`src/rtl/sec_bcd_timer_pkg.sv`:
```
// Shared constants and types for the mm:ss (optionally hh:mm:ss) BCD timer.
package sec_bcd_timer_pkg;

    localparam int BCD_W        = 4;
    localparam int SEC_TENS_MAX = 5;
    localparam int DIGIT_MAX    = 9;
    localparam int HR_MAX       = 23;

    typedef logic [BCD_W-1:0] bcd_t;

    // True when a tens/ones digit pair spells the decimal value val.
    function automatic logic bcd_eq(input bcd_t tens, input bcd_t ones, input int val);
        return (tens == bcd_t'(val / 10)) && (ones == bcd_t'(val % 10));
    endfunction

endpackage

```
`src/rtl/sec_bcd_timer_bcd_digit.sv`:
```
// One BCD digit: counts 0..MAX on inc, flags carry when it rolls over.
// Any value above MAX (upset) is forced to 0 on the next increment.
module bcd_digit
    import sec_bcd_timer_pkg::*;
#(
    parameter int MAX = DIGIT_MAX
) (
    input  logic clk_50M,
    input  logic rst,
    input  logic clr,
    input  logic inc,
    output bcd_t q,
    output logic carry
);

    assign carry = inc & (q == bcd_t'(MAX));

    // Digit register: clear wins over increment; roll over at or past MAX.
    always_ff @(posedge clk_50M or posedge rst) begin
        if (rst)
            q <= '0;
        else if (clr)
            q <= '0;
        else if (inc)
            q <= (q >= bcd_t'(MAX)) ? '0 : q + 1'b1;
    end

endmodule

```
`src/rtl/sec_bcd_timer.sv`:
```
// BCD stopwatch driven by the 1 Hz sec_clk square wave.
// Optional macro HOURS_EN adds hr_tens:hr_ones (00..23) and fixes the minute
// limit at 59; otherwise the count wraps after MIN_LIMIT:59.
module sec_bcd_timer
    import sec_bcd_timer_pkg::*;
#(
    parameter int MIN_LIMIT = 59
) (
    input  logic clk_50M,
    input  logic rst,
    input  logic sec_clk,
    input  logic run_en,
    input  logic clr,
    output bcd_t sec_ones,
    output bcd_t sec_tens,
    output bcd_t min_ones,
    output bcd_t min_tens,
    output logic sec_tick,
    output logic wrap
`ifdef HOURS_EN
    ,
    output bcd_t hr_ones,
    output bcd_t hr_tens
`endif
);

`ifdef HOURS_EN
    localparam int LIMIT        = 59;
    localparam int MIN_TENS_MAX = SEC_TENS_MAX;
`else
    localparam int LIMIT        = MIN_LIMIT;
    localparam int MIN_TENS_MAX = DIGIT_MAX;
`endif

    logic sec_clk_d;
    logic rise;
    logic adv;
    logic at_limit;
    logic wrap_now;
    logic top_carry;
    logic digit_clr;
    logic c_so, c_st, c_mo, c_mt;

    assign rise = sec_clk & ~sec_clk_d;
    assign adv  = rise & run_en & ~clr;

`ifdef HOURS_EN
    logic c_ho, c_ht;
    assign at_limit  = bcd_eq(sec_tens, sec_ones, 59) & bcd_eq(min_tens, min_ones, LIMIT)
                     & bcd_eq(hr_tens, hr_ones, HR_MAX);
    assign top_carry = c_ht;
`else
    assign at_limit  = bcd_eq(sec_tens, sec_ones, 59) & bcd_eq(min_tens, min_ones, LIMIT);
    assign top_carry = c_mt;
`endif

    assign wrap_now = adv & at_limit;
    // Carry out of the most significant digit only arises from out-of-range
    // states; treat it as a rollover so every digit lands on zero together.
    assign digit_clr = clr | wrap_now | top_carry;

    // Edge detector samples continuously so re-enabling never fakes a tick.
    always_ff @(posedge clk_50M or posedge rst) begin
        if (rst)
            sec_clk_d <= 1'b0;
        else
            sec_clk_d <= sec_clk;
    end

    // Pulse outputs line up with the cycle the digits change.
    always_ff @(posedge clk_50M or posedge rst) begin
        if (rst) begin
            sec_tick <= 1'b0;
            wrap     <= 1'b0;
        end else begin
            sec_tick <= adv;
            wrap     <= wrap_now;
        end
    end

    bcd_digit #(.MAX(DIGIT_MAX)) u_sec_ones (
        .clk_50M(clk_50M), .rst(rst), .clr(digit_clr), .inc(adv),
        .q(sec_ones), .carry(c_so)
    );

    bcd_digit #(.MAX(SEC_TENS_MAX)) u_sec_tens (
        .clk_50M(clk_50M), .rst(rst), .clr(digit_clr), .inc(c_so),
        .q(sec_tens), .carry(c_st)
    );

    bcd_digit #(.MAX(DIGIT_MAX)) u_min_ones (
        .clk_50M(clk_50M), .rst(rst), .clr(digit_clr), .inc(c_st),
        .q(min_ones), .carry(c_mo)
    );

    bcd_digit #(.MAX(MIN_TENS_MAX)) u_min_tens (
        .clk_50M(clk_50M), .rst(rst), .clr(digit_clr), .inc(c_mo),
        .q(min_tens), .carry(c_mt)
    );

`ifdef HOURS_EN
    bcd_digit #(.MAX(DIGIT_MAX)) u_hr_ones (
        .clk_50M(clk_50M), .rst(rst), .clr(digit_clr), .inc(c_mt),
        .q(hr_ones), .carry(c_ho)
    );

    bcd_digit #(.MAX(HR_MAX / 10)) u_hr_tens (
        .clk_50M(clk_50M), .rst(rst), .clr(digit_clr), .inc(c_ho),
        .q(hr_tens), .carry(c_ht)
    );
`endif

endmodule
```
`config.mk`:
```
export PLATFORM = sky130hd
export DESIGN_NAME = sec_bcd_timer
export DESIGN_NICKNAME = d
export VERILOG_FILES = /design/src/rtl/sec_bcd_timer_pkg.sv /design/src/rtl/sec_bcd_timer_bcd_digit.sv /design/src/rtl/sec_bcd_timer.sv
export SDC_FILE = /design/constraint.sdc
export NUM_CORES = 1
export LEC_CHECK = 0
export ABC_AREA = 1
export CAP_MARGIN = 20
export CORE_ASPECT_RATIO = 0.75
export CORE_UTILIZATION = 51
export CTS_CLUSTER_DIAMETER = 150
export DETAILED_ROUTE_END_ITERATION = 10
export PLACE_DENSITY = 0.78
export SETUP_SLACK_MARGIN = 0.2
export SYNTH_ARGS = -nofsm -noshare
export SYNTH_HDL_FRONTEND = slang
export SYNTH_SLANG_ARGS = --single-unit
```
`constraint.sdc`:
```
create_clock -name clk_50M -period 1.99 [get_ports clk_50M]
set_input_delay 0.597 -clock clk_50M [delete_from_list [all_inputs] [get_ports clk_50M]]
set_output_delay 0.597 -clock clk_50M [all_outputs]
set_load 0.05 [all_outputs]
```
-- After elaboration in Yosys (flattened, before gate mapping)
Index checks and enable logic that the tools add are counted.
- add/sub/neg operators: 4
- order comparisons: 4
- equality and inequality tests: 5
- mux-type cells: 12
- bitwise operators: 13
- reductions and logical operators: 6
- operators with widths (cell ; number):
    2-to-1 mux 4 bit ; 12
    adder 4 x 1 -> 4 bit, second input constant ; 4
    equality test 4 bit, second input constant ; 3
    >= comparator 4 bit, second input constant ; 3
    bitwise AND 1 bit ; 9
    equality test 4 x 3 -> 1 bit, second input constant ; 2
    nonzero test 2 bit ; 4
    >= comparator 4 x 3 -> 1 bit, second input constant ; 1
    logical AND 1 bit ; 2
    NOT 1 bit ; 2
    bitwise OR 1 bit ; 2
- bits in registers: 19
- input port bits: 5
- output and inout bits: 18
- logic and storage cells: 51

-- Logic depth before layout (Yosys ltp)
Gate-level depths: netlist of the first run.
- word-level depth: 10
- depth in mapped cells: 10
- gate-level depth less buffers: 10

-- By module
Synthesis of the first run repeated with hierarchy kept, for this count alone.
- cell total of the unflattened synthesis: 174
- area total of the unflattened synthesis: 1278.7 sq um
- modules (own cells, without submodules) (module ; times used ; cells each ; area an instance (sq um) ; sequential area each (sq um)):
    bcd_digit at u_min_ones ... ; 3 ; 34 ; 261.5 ; 100.1
    bcd_digit at u_sec_tens ; 1 ; 34 ; 279.0 ; 100.1
    sec_bcd_timer ; 1 ; 38 ; 215.2 ; 75.1

-- Worst setup path after synthesis of the first run
No wires, ideal clock.
- kind: register -> register
- from: register u_sec_tens.q[0]
- to: register u_sec_tens.q[1]
- library setup time: 0.122 ns
- arrival: 1.722 ns
- data required time: 1.868 ns
- slack: 0.146 ns
- cell stages (with the launch flop): 9
- buffers on the path: 0
- period minus slack after synthesis: 1.844 ns
- cells stage by stage: dfrtp_1 > ha_1 > nand2_1 > nor2_1 > nand3_4 > nor2_4 > nand2_2 > nand2_4 > nor2_1
- longest elaborated chain between the ends: 7
- elaborated cells between the ends (all ways): 15
- classes of those cells: 1 x add/sub; 1 x order compare; 1 x eq/ne; 3 x mux; 7 x bitwise; 2 x reduce/logical
- RTL lines (element ; RTL line ; RTL):
    start, declared ; sec_bcd_timer_bcd_digit.sv:12 ; output bcd_t q,
    start signal, assigned ; sec_bcd_timer_bcd_digit.sv:25 ; q <= (q >= bcd_t'(MAX)) ? '0 : q + 1'b1;
    equality test 4 x 3 -> 1 bit ; sec_bcd_timer_pkg.sv:13, sec_bcd_timer_bcd_digit.sv:16 ;
    logical AND 1 bit ; sec_bcd_timer_pkg.sv:13 ; return (tens == bcd_t'(val / 10)) && (ones == bcd_t'(val % 10));
    bitwise AND 1 bit ; sec_bcd_timer.sv:53 ; assign at_limit = bcd_eq(sec_tens, sec_ones, 59) & bcd_eq(min_tens, min_ones, LIMIT);
    bitwise AND 1 bit ; sec_bcd_timer.sv:57 ; assign wrap_now = adv & at_limit;
    bitwise OR 1 bit (2 in series) ; sec_bcd_timer.sv:60 ; assign digit_clr = clr | wrap_now | top_carry;
    2-to-1 mux 4 bit / nonzero test 2 bit (equally long branches) ; - ;
Parallel ways exist; a longest one is shown, timed or not. The select of a mux whose other input is x is not followed.
A chain may end at the register's enable or synchronous reset.

-- Final worst setup path of the first run
- from: input sec_clk
- to: register u_sec_tens.q[1]
- longest elaborated chain between the ends: 9
- elaborated cells between the ends (all ways): 12
- classes of those cells: 1 x mux; 10 x bitwise; 1 x reduce/logical
- RTL lines (element ; RTL line ; RTL):
    start, declared ; sec_bcd_timer.sv:11 ; input logic sec_clk,
    bitwise AND 1 bit * ; sec_bcd_timer.sv:44 ; assign rise = sec_clk & ~sec_clk_d;
    bitwise AND 1 bit * (2 in series) ; sec_bcd_timer.sv:45 ; assign adv = rise & run_en & ~clr;
    named net adv ; sec_bcd_timer.sv:37 ; logic adv;
    bitwise AND 1 bit (4 in series) ; sec_bcd_timer_bcd_digit.sv:16 ; assign carry = inc & (q == bcd_t'(MAX));
    bitwise OR 1 bit ; sec_bcd_timer.sv:60 ;
    2-to-1 mux 4 bit / nonzero test 2 bit (equally long branches) ; - ;
The timed path passes the listed nets; every way through them passes the cells marked *.

==> results.toml, run 1 <==
[critical_path]
rrSetupSlack_ns = 0.33
critPathLaunchType = "input pin"
cp_cell_sequence = "clkdlybuf4s50_1 > nand2_1 > nor2_8 > nand3_4 > nor2_4 > nand2_2 > nand2_4 > nor2_1"
r2r_cells = 9
r2r_start = "u_sec_tens.q[1]$_DFFE_PP0P_"
arrival_ns = 1.90
rr_endpoint = "u_sec_tens.q[1]$_DFFE_PP0P_"
cpMaxStageDelayCell = "clkdlybuf4s50_1"
cp_num_buf_inv = 1
max_stage_delay_ns = 0.48
crit_family = "simple AND/OR/NAND/NOR gates"
end_kind = "flop"
path_max_fanout = 10
required_ns = 2.19
worstSetupPathType = "input pin to flop"

[detailed_routing]
drtIter0Drc = 85
drtPass1Iterations = 4
vias = 1043
routedWlPerCell_um = 11.4
antenna_left = 0
avgViaCountPerCell = 4.90
wl_um = 2430
drc_errors = 0

[clock_network]
numCtsBuffers = 3
root_buffer = "clkbuf_4"
cts.clk_slew.worst_paths_ns = 0.11
cts_hold_buf = 0
postCtsSetupBuffers = 0
clk_latency_ns = 0.31
cts.sinks = 19
h-tree-depth = 1
cts_resized = 0
cts_buffer_depth = 2
cts_tree = "built"

[synth]
synth_compound_area_frac = 0.0817
synth_nets = 165
syn_area_per_cell_um2 = 8.39
ys_seq_area_frac = 0.383
ys_warn_count = 0
synthSimpleGateAreaFrac = 0.330
synth_top_family_by_area = "simple AND/OR/NAND/NOR gates"
yosysUniqueCellTypes = 24
synth.area.mux_share = 0
synth-adder-area-share = 0.121
synth_xor_area_frac = 0.0212
syn_area_um2 = 1240
synth.ff_latch_count = 19
netlist_instances = 148

[sta]
tightest_slew_ns = 0.315
min_period_over_period = 0.855
fin_crit_ns = 1.70
setup_violations = 0
rsz0062_at_grt = "false"
fmax_mhz = 587
clock_skew_ns = 0.00535
setup_ws_ns = 0.288
maxSlewViolCount = 0
maxSlewHeadroom = 0.788
hold_viol_final = 0

[finish]
multi_input_area_um2 = 689
utilization = 0.668
seq_area_um2 = 478
finalNetCount = 197
antenna-diode-count = 0
fin_cells = 213
final_cell_mix = "32 x nand2_1, 22 x buf_4, 19 x inv_1"
mostFrequentLayoutCell = "nand2_1"
area_growth_pct = 24.2
drive_above_1_share = 0.274
fillers = 195
stdcell_area_um2 = 1540

[pwr]
power_uw = 645
p_leak_uw = 0.000741
ir_drop_mv = 0.295
p_per_area_nw_per_um2 = 419

[global_routing]
grt_pass1_vias = 934
globalRouteOverflowTotal = 0
grtUsageTotal = 0.210
grt_max_degree = 20
grt_pass1_wl_um = 4110
antenna_found_initial = 0

[hold_path]
hold_path_class = "flop to flop"
hold_depth = 2
min_from = "u_min_tens.q[3]$_DFFE_PP0P_"
hold_end = "u_min_tens.q[3]$_DFFE_PP0P_"

[place]
dp_hpwl_um = 1890
io_buffers = 22
gp_congestion = 0.849
dp.cells = 209
place_area_um2 = 1510
post-place-ws_ns = -0.0498

[floorplan]
core_um2 = 2310
ios = 23
start_util = 0.538
die_area_um2 = 2640
die_h_um = 44.7
std_cell_rows = 15
die_w_um = 59.0

[status]
run_status = "finished, final reports clean"

[flow_run]
max_cap_viol_count = 0
==> routing by layer <==
layer	GRT usage	vias up	part of all wire
li1	-	536	-
met3	0.0630	2	0.049
met1	0.290	483	0.49
met5	0	-	0
met2	0.332	22	0.45
met4	0.0381	0	0.0033
==> flip-flops by register name, summed over array words and instances (netlist names) <==
name	cells
wrap	1
u_min_tens.q	4
sec_clk_d	1
u_sec_ones.q	4
u_min_ones.q	4
u_sec_tens.q	4
sec_tick	1
==> power by group <==
part	switching (µW)	internal, µW
Sequential	1.60	388
Combinational	33.5	18.9
Clock	128	75.1
Total	163	482
==> synth_stat cells (all sizes together) <==
master   n  share of area
nor2    23           0.10
a21oi    6          0.036
a22oi    1         0.0061
xnor2    1         0.0071
nand2   35           0.12
o21ai    7          0.028
nand3   10          0.050
nor3     5          0.036
a31oi    1         0.0050
nand4    4          0.020
inv     21          0.064
xor2     2          0.014
dfrtp   19           0.38
ha      12           0.12
o21bai   1         0.0061
==> cell families after synthesis <==
family,Yosys count
buffers and inverters,21
AOI/OAI and AO/OA,16
adders and majority gates,12
xor gates and xnor gates,3
DFF,19
and+or+nand+nor,77
==> per-stage QoR <==
step	TNS, ns	hold WS [ns]
CTS	0	0.573
global route	0	0.608
finish	0	0.569
detailed placement	-0.290	0.543
floorplan	0	0.516
global placement	0	0.550
==> layout make-up <==
class,instances,area share
Clock buffer,3,0.0146
Clock inverter,1,0.00325
Inverter,21,0.0511
Multi-Input combinational cell,108,0.447
Sequential cell,19,0.310
Tap cell,34,0.0276
Timing Repair Buffer,27,0.146
==> worst min-delay path: cells and delay by family, from the launching register on <==
family / cells / cell delay, ns
AND/OR/NAND/NOR: 2 / 0.13
flip-flops: 1 / 0.42
==> how the worst max path moves through the flow <==
stage,start,end,slack (ns),cells past startpoint
4_1_cts,sec_clk,u_sec_tens.q[1]$_DFFE_PP0P_,0.28,8
5_1_grt,u_sec_ones.q[1]$_DFFE_PP0P_,u_sec_tens.q[1]$_DFFE_PP0P_,0.23,9
2_1_floorplan,u_sec_tens.q[1]$_DFFE_PP0P_,u_sec_tens.q[1]$_DFFE_PP0P_,0.21,9
3_5_place_dp,sec_clk,u_min_ones.q[2]$_DFFE_PP0P_,-0.05,8
3_3_place_gp,sec_clk,u_sec_tens.q[1]$_DFFE_PP0P_,0.002,8
6_report,sec_clk,u_sec_tens.q[1]$_DFFE_PP0P_,0.29,8
Note: power is estimated with default switching activity, not from simulation.
==> inputs of run 2 (changes only) <==
Settings changed: CTS_CLUSTER_DIAMETER 150 to 120, REMOVE_ABC_BUFFERS set to 1.
==> results.toml, run 2 (synthesis gave the netlist of run 1 again) <==
[detailed_routing]
drtIter0Drc = 38
wl_um = 2580
routedWlPerCell_um = 12.1
vias = 1080
drtPass1Iterations = 4
avgViaCountPerCell = 5.07
antenna_left = 0
drc_errors = 0

[sta]
setup_violations = 0
rsz0062_at_grt = "false"
clock_skew_ns = 0.00327
maxSlewHeadroom = 0.799
tightest_slew_ns = 0.300
fmax_mhz = 592
min_period_over_period = 0.849
fin_crit_ns = 1.69
maxSlewViolCount = 0
setup_ws_ns = 0.300
hold_viol_final = 0

[pwr]
p_leak_uw = 0.000740
p_int_uw = 485
power_frac_comb = 0.082
p_per_area_nw_per_um2 = 416
p_clk_frac = 0.306
seqPwrFrac = 0.612
ir_drop_mv = 0.376
p_sw_uw = 152
switching_share = 0.238

[clock_network]
cts_tree = "built"
root_buffer = "clkbuf_4"
cts.sinks = 19
cts_buffer_depth = 2
clk_latency_ns = 0.30
cts.clk_slew.worst_paths_ns = 0.10
numCtsBuffers = 3
h-tree-depth = 1
cts_hold_buf = 0

[floorplan]
core_um2 = 2310
die_area_um2 = 2640
die_h_um = 44.7
std_cell_rows = 15
die_w_um = 59.0
ios = 23
start_util = 0.538

[finish]
area_growth_pct = 23.3
stdcell_area_um2 = 1530
mostFrequentLayoutCell = "nand2_1"
antenna-diode-count = 0
fillers = 191
drive_above_1_share = 0.257
finalNetCount = 197
final_cell_mix = "32 x nand2_1, 23 x buf_4, 19 x inv_1, 19 x dfrtp_1, 17 x nor2_1"

[flow_run]
max_cap_viol_count = 0

[global_routing]
antenna_found_initial = 0
globalRouteOverflowTotal = 0
grt_pass1_wl_um = 4150
grt_max_degree = 20
grtUsageTotal = 0.216
grt_pass1_vias = 986

[hold_path]
min_from = "u_min_tens.q[1]$_DFFE_PP0P_"
hold_depth = 2
hold_path_class = "flop to flop"
hold_end = "u_min_tens.q[1]$_DFFE_PP0P_"

[critical_path]
worstSetupPathType = "input pin to flop"
rrSetupSlack_ns = 0.37
max_stage_delay_ns = 0.47
crit_path_frequent_cell = "nor2_4"
critPathLaunchType = "input pin"
r2r_start = "u_min_ones.q[1]$_DFFE_PP0P_"
arrival_ns = 1.88
rr_endpoint = "u_min_ones.q[2]$_DFFE_PP0P_"
cpMaxStageDelayCell = "clkdlybuf4s50_1"
end_kind = "flop"
cp_cell_sequence = "clkdlybuf4s50_1 > nand2_1 > nor2_8 > nand3_4 > nor2_4 > nor2_4 > nand2_4 > a21oi_1"
r2r_cells = 9
path_max_fanout = 10
required_ns = 2.18

[place]
post-place-ws_ns = -0.0369
dp_hpwl_um = 2000
gp_congestion = 0.855
io_buffers = 22
place_area_um2 = 1500

[status]
run_status = "finished, final reports clean"
-- run 2: changes by cell type in the layout (fill, tap and decap cells not counted), sizes merged --
cell | before | now
clkinv | 1 | 0
clkbuf | 3 | 4
-- run 2: final cells by class --
class / count / area (µm²) / area share
multi-input combinational: 108 / 694 / 0.454
sequential: 19 / 475 / 0.311
timing repair buffer: 27 / 213 / 0.139
inverter: 21 / 78.8 / 0.0515
tap: 34 / 42.5 / 0.0278
clock buffer: 4 / 26.3 / 0.0172
-- run 2: power by group through the flow --
stage          sequential (µW)  combinational [µW]  clock, µW
2_1_floorplan              402                27.0          0
3_3_place_gp               397                51.8          0
3_5_place_dp               397                52.9          0
4_1_cts                    390                53.1        199
5_1_grt                    390                57.5        219
6_report                   390                52.3        195
-- run 2: worst max-delay path, delay by kind of cell --
kind / cells / cell delay (ns)
AO/OA/AOI/OAI: 1 / 0.07
buffers and inverters: 1 / 0.47
AND/OR/NAND/NOR: 6 / 0.76
-- run 2: worst max-delay path by stage --
stage                                     start                          end  slack (ns)  depth (start not counted)
finish                                  sec_clk  u_min_ones.q[2]$_DFFE_PP0P_        0.30                          8
global route        u_min_ones.q[1]$_DFFE_PP0P_  u_min_ones.q[2]$_DFFE_PP0P_        0.21                          9
CTS                                     sec_clk  u_min_ones.q[2]$_DFFE_PP0P_        0.29                          8
detailed placement                      sec_clk  u_min_ones.q[2]$_DFFE_PP0P_       -0.04                          8
global placement                        sec_clk  u_sec_tens.q[1]$_DFFE_PP0P_      -0.002                          8
floorplan           u_sec_tens.q[0]$_DFFE_PP0P_  u_sec_tens.q[1]$_DFFE_PP0P_        0.15                          8
-- run 2: what timing repair did --
action / CTS / global route
buffers inserted: 0 / 0
gates resized for setup: 0 / 2
hold endpoints to repair: 0 / 0
endpoints found under the setup margin: 0 / 9
-- run 2: per-layer routing --
metal  up-vias  part of all wire  global-route usage  routed length, µm
met5         -                 0                   0                  0
met3         8             0.065              0.0630                169
met1       497              0.42               0.269               1090
met4         0             0.016              0.0667                 41
li1        535                 -                   -                  -
met2        40              0.49               0.366               1280
-- run 2: per-stage QoR --
step / utilization / total power [µW] / hold slack, ns / instances / TNS [ns]
2_1_floorplan: - / 428 / 0.516 / 148 / 0
4_1_cts: 0.660 / 642 / 0.586 / 213 / 0
3_3_place_gp: 0.648 / 449 / 0.545 / 209 / -0.00211
3_5_place_dp: 0.648 / 450 / 0.561 / 209 / -0.192
6_report: 0.663 / 637 / 0.583 / 213 / 0
5_1_grt: 0.663 / 667 / 0.624 / 213 / 0
==> inputs of run 3 (changes only) <==
Settings changed: CORE_UTILIZATION 51 to 46, PLACE_DENSITY 0.78 to 0.74.
Clock period 1.99 ns to 1.36 ns, I/O delays scaled along.
==> results.toml, run 3 (synthesis gave the netlist of run 1 again) <==
[detailed_routing]
avgViaCountPerCell = 5.91
routedWlPerCell_um = 21.2
drc_errors = 0
drtPass1Iterations = 5
vias = 1536
antenna_left = 0
drtIter0Drc = 104
wl_um = 5510

[sta]
tightest_slew_ns = 0.317
fmax_mhz = 582
maxSlewHeadroom = 0.789
rsz0062_at_grt = "true"
setup_violations = 33
min_period_over_period = 1.26
setup_ws_ns = -0.358
fin_crit_ns = 1.72
clock_skew_ns = 0.00326
hold_viol_final = 0
maxSlewViolCount = 0

[place]
io_buffers = 22
post-place-ws_ns = -0.502
place_area_um2 = 1870
gp_congestion = 0.874
dp_hpwl_um = 2370

[critical_path]
crit_family = "simple AND/OR/NAND/NOR gates"
critPathLaunchType = "flop"
end_kind = "flop"
crit_path_frequent_cell = "nand2_1"
cp_num_buf_inv = 3
cpMaxStageDelayCell = "dfrtp_1"
max_stage_delay_ns = 0.40
path_max_fanout = 4
cp_cell_sequence = "inv_1 > ha_2 > nand2_1 > nor2_4 > buf_4 > buf_4 > a21oi_2 > nand2_1 > nand2_1"
arrival_ns = 1.98
required_ns = 1.63
worstSetupPathType = "flop to flop"

[finish]
final_cell_mix = "35 x buf_4, 27 x nand2_1, 19 x dfrtp_1"
stdcell_area_um2 = 2280
area_growth_pct = 83.5
mostFrequentLayoutCell = "buf_4"
finalNetCount = 244
seq_area_um2 = 475
antenna-diode-count = 0
fillers = 78
multi_input_area_um2 = 812
utilization = 0.941
drive_above_1_share = 0.500

[global_routing]
grt_pass1_wl_um = 6330
globalRouteOverflowTotal = 0
grt_pass1_vias = 1296
grtUsageTotal = 0.318
antenna_found_initial = 0
grt_max_degree = 20

[flow_run]
max_cap_viol_count = 0

[pwr]
ir_drop_mv = 0.450
p_per_area_nw_per_um2 = 434
power_uw = 989
p_leak_uw = 0.00110

[clock_network]
clk_latency_ns = 0.32
cts_buffer_depth = 2
cts_hold_buf = 0
numCtsBuffers = 3
h-tree-depth = 1
cts_tree = "built"
cts.sinks = 19
root_buffer = "clkbuf_4"
cts.clk_slew.worst_paths_ns = 0.11

[floorplan]
die_area_um2 = 2910
die_w_um = 62.0
die_h_um = 47.0
std_cell_rows = 15
ios = 23
core_um2 = 2420
start_util = 0.513

[hold_path]
hold_path_class = "input pin to async pin"

[status]
run_status = "finished with violations"
violations = "negative setup slack"
run 3: power by group:
part           internal (µW)  total [µW]  leakage, µW  switching, µW
registers                568         571     0.000263           2.52
clock network            115         313    0.0000150            198
logic                   40.3         106     0.000821           65.5
total                    724         989      0.00110            266
run 3: cell type report:
cell class / count / area share
tap: 34 / 0.0187
timing repair buffer: 73 / 0.370
clock buffer: 4 / 0.0115
inverter: 21 / 0.0346
multi-input combinational: 109 / 0.357
sequential: 19 / 0.209
run 3: metal layers:
metal | vias to the layer above | track usage | share of wire
met1 | 730 | 0.389 | 0.38
met5 | - | 0 | 0
met3 | 47 | 0.0771 | 0.082
met4 | 0 | 0.116 | 0.078
li1 | 632 | - | -
met2 | 127 | 0.549 | 0.46
run 3: per-stage QoR:
step	hold slack [ns]	setup TNS, ns	instances
after floorplan	0.359	-6.98	148
after global placement	0.597	-6.91	229
after detailed placement	0.614	-7.56	229
after CTS	0.413	-2.54	252
after global routing	0.492	-6.77	260
final	0.482	-6.12	260
run 3: worst paths after layout:
kind / startpoint / to / slack [ns] / cells past startpoint
max in group asynchronous: rst / u_min_ones.q[3]$_DFFE_PP0P_ / 0.67 / 3
max: u_min_ones.q[1]$_DFFE_PP0P_ / u_min_tens.q[1]$_DFFE_PP0P_ / -0.36 / 9
min reg2reg: sec_clk_d$_DFF_PP0_ / sec_tick$_DFF_PP0_ / 0.71 / 4
min in group clk_50M: sec_clk / sec_clk_d$_DFF_PP0_ / 0.58 / 1
max reg2reg: u_min_ones.q[1]$_DFFE_PP0P_ / u_min_tens.q[1]$_DFFE_PP0P_ / -0.36 / 9
min: rst / u_sec_tens.q[2]$_DFFE_PP0P_ / 0.48 / 3
run 3: what timing repair did:
action / in CTS / in global routing
pin swaps: 2 / 10
setup buffers: 18 / 8
gates resized for setup: 27 / 25
endpoints found under the setup margin: 35 / 35
cloned: 1 / 0
run 3: tightest hold or removal path, delay by kind of cell:
kind                   cells  cell delay, ns
buffers and inverters      3            0.78
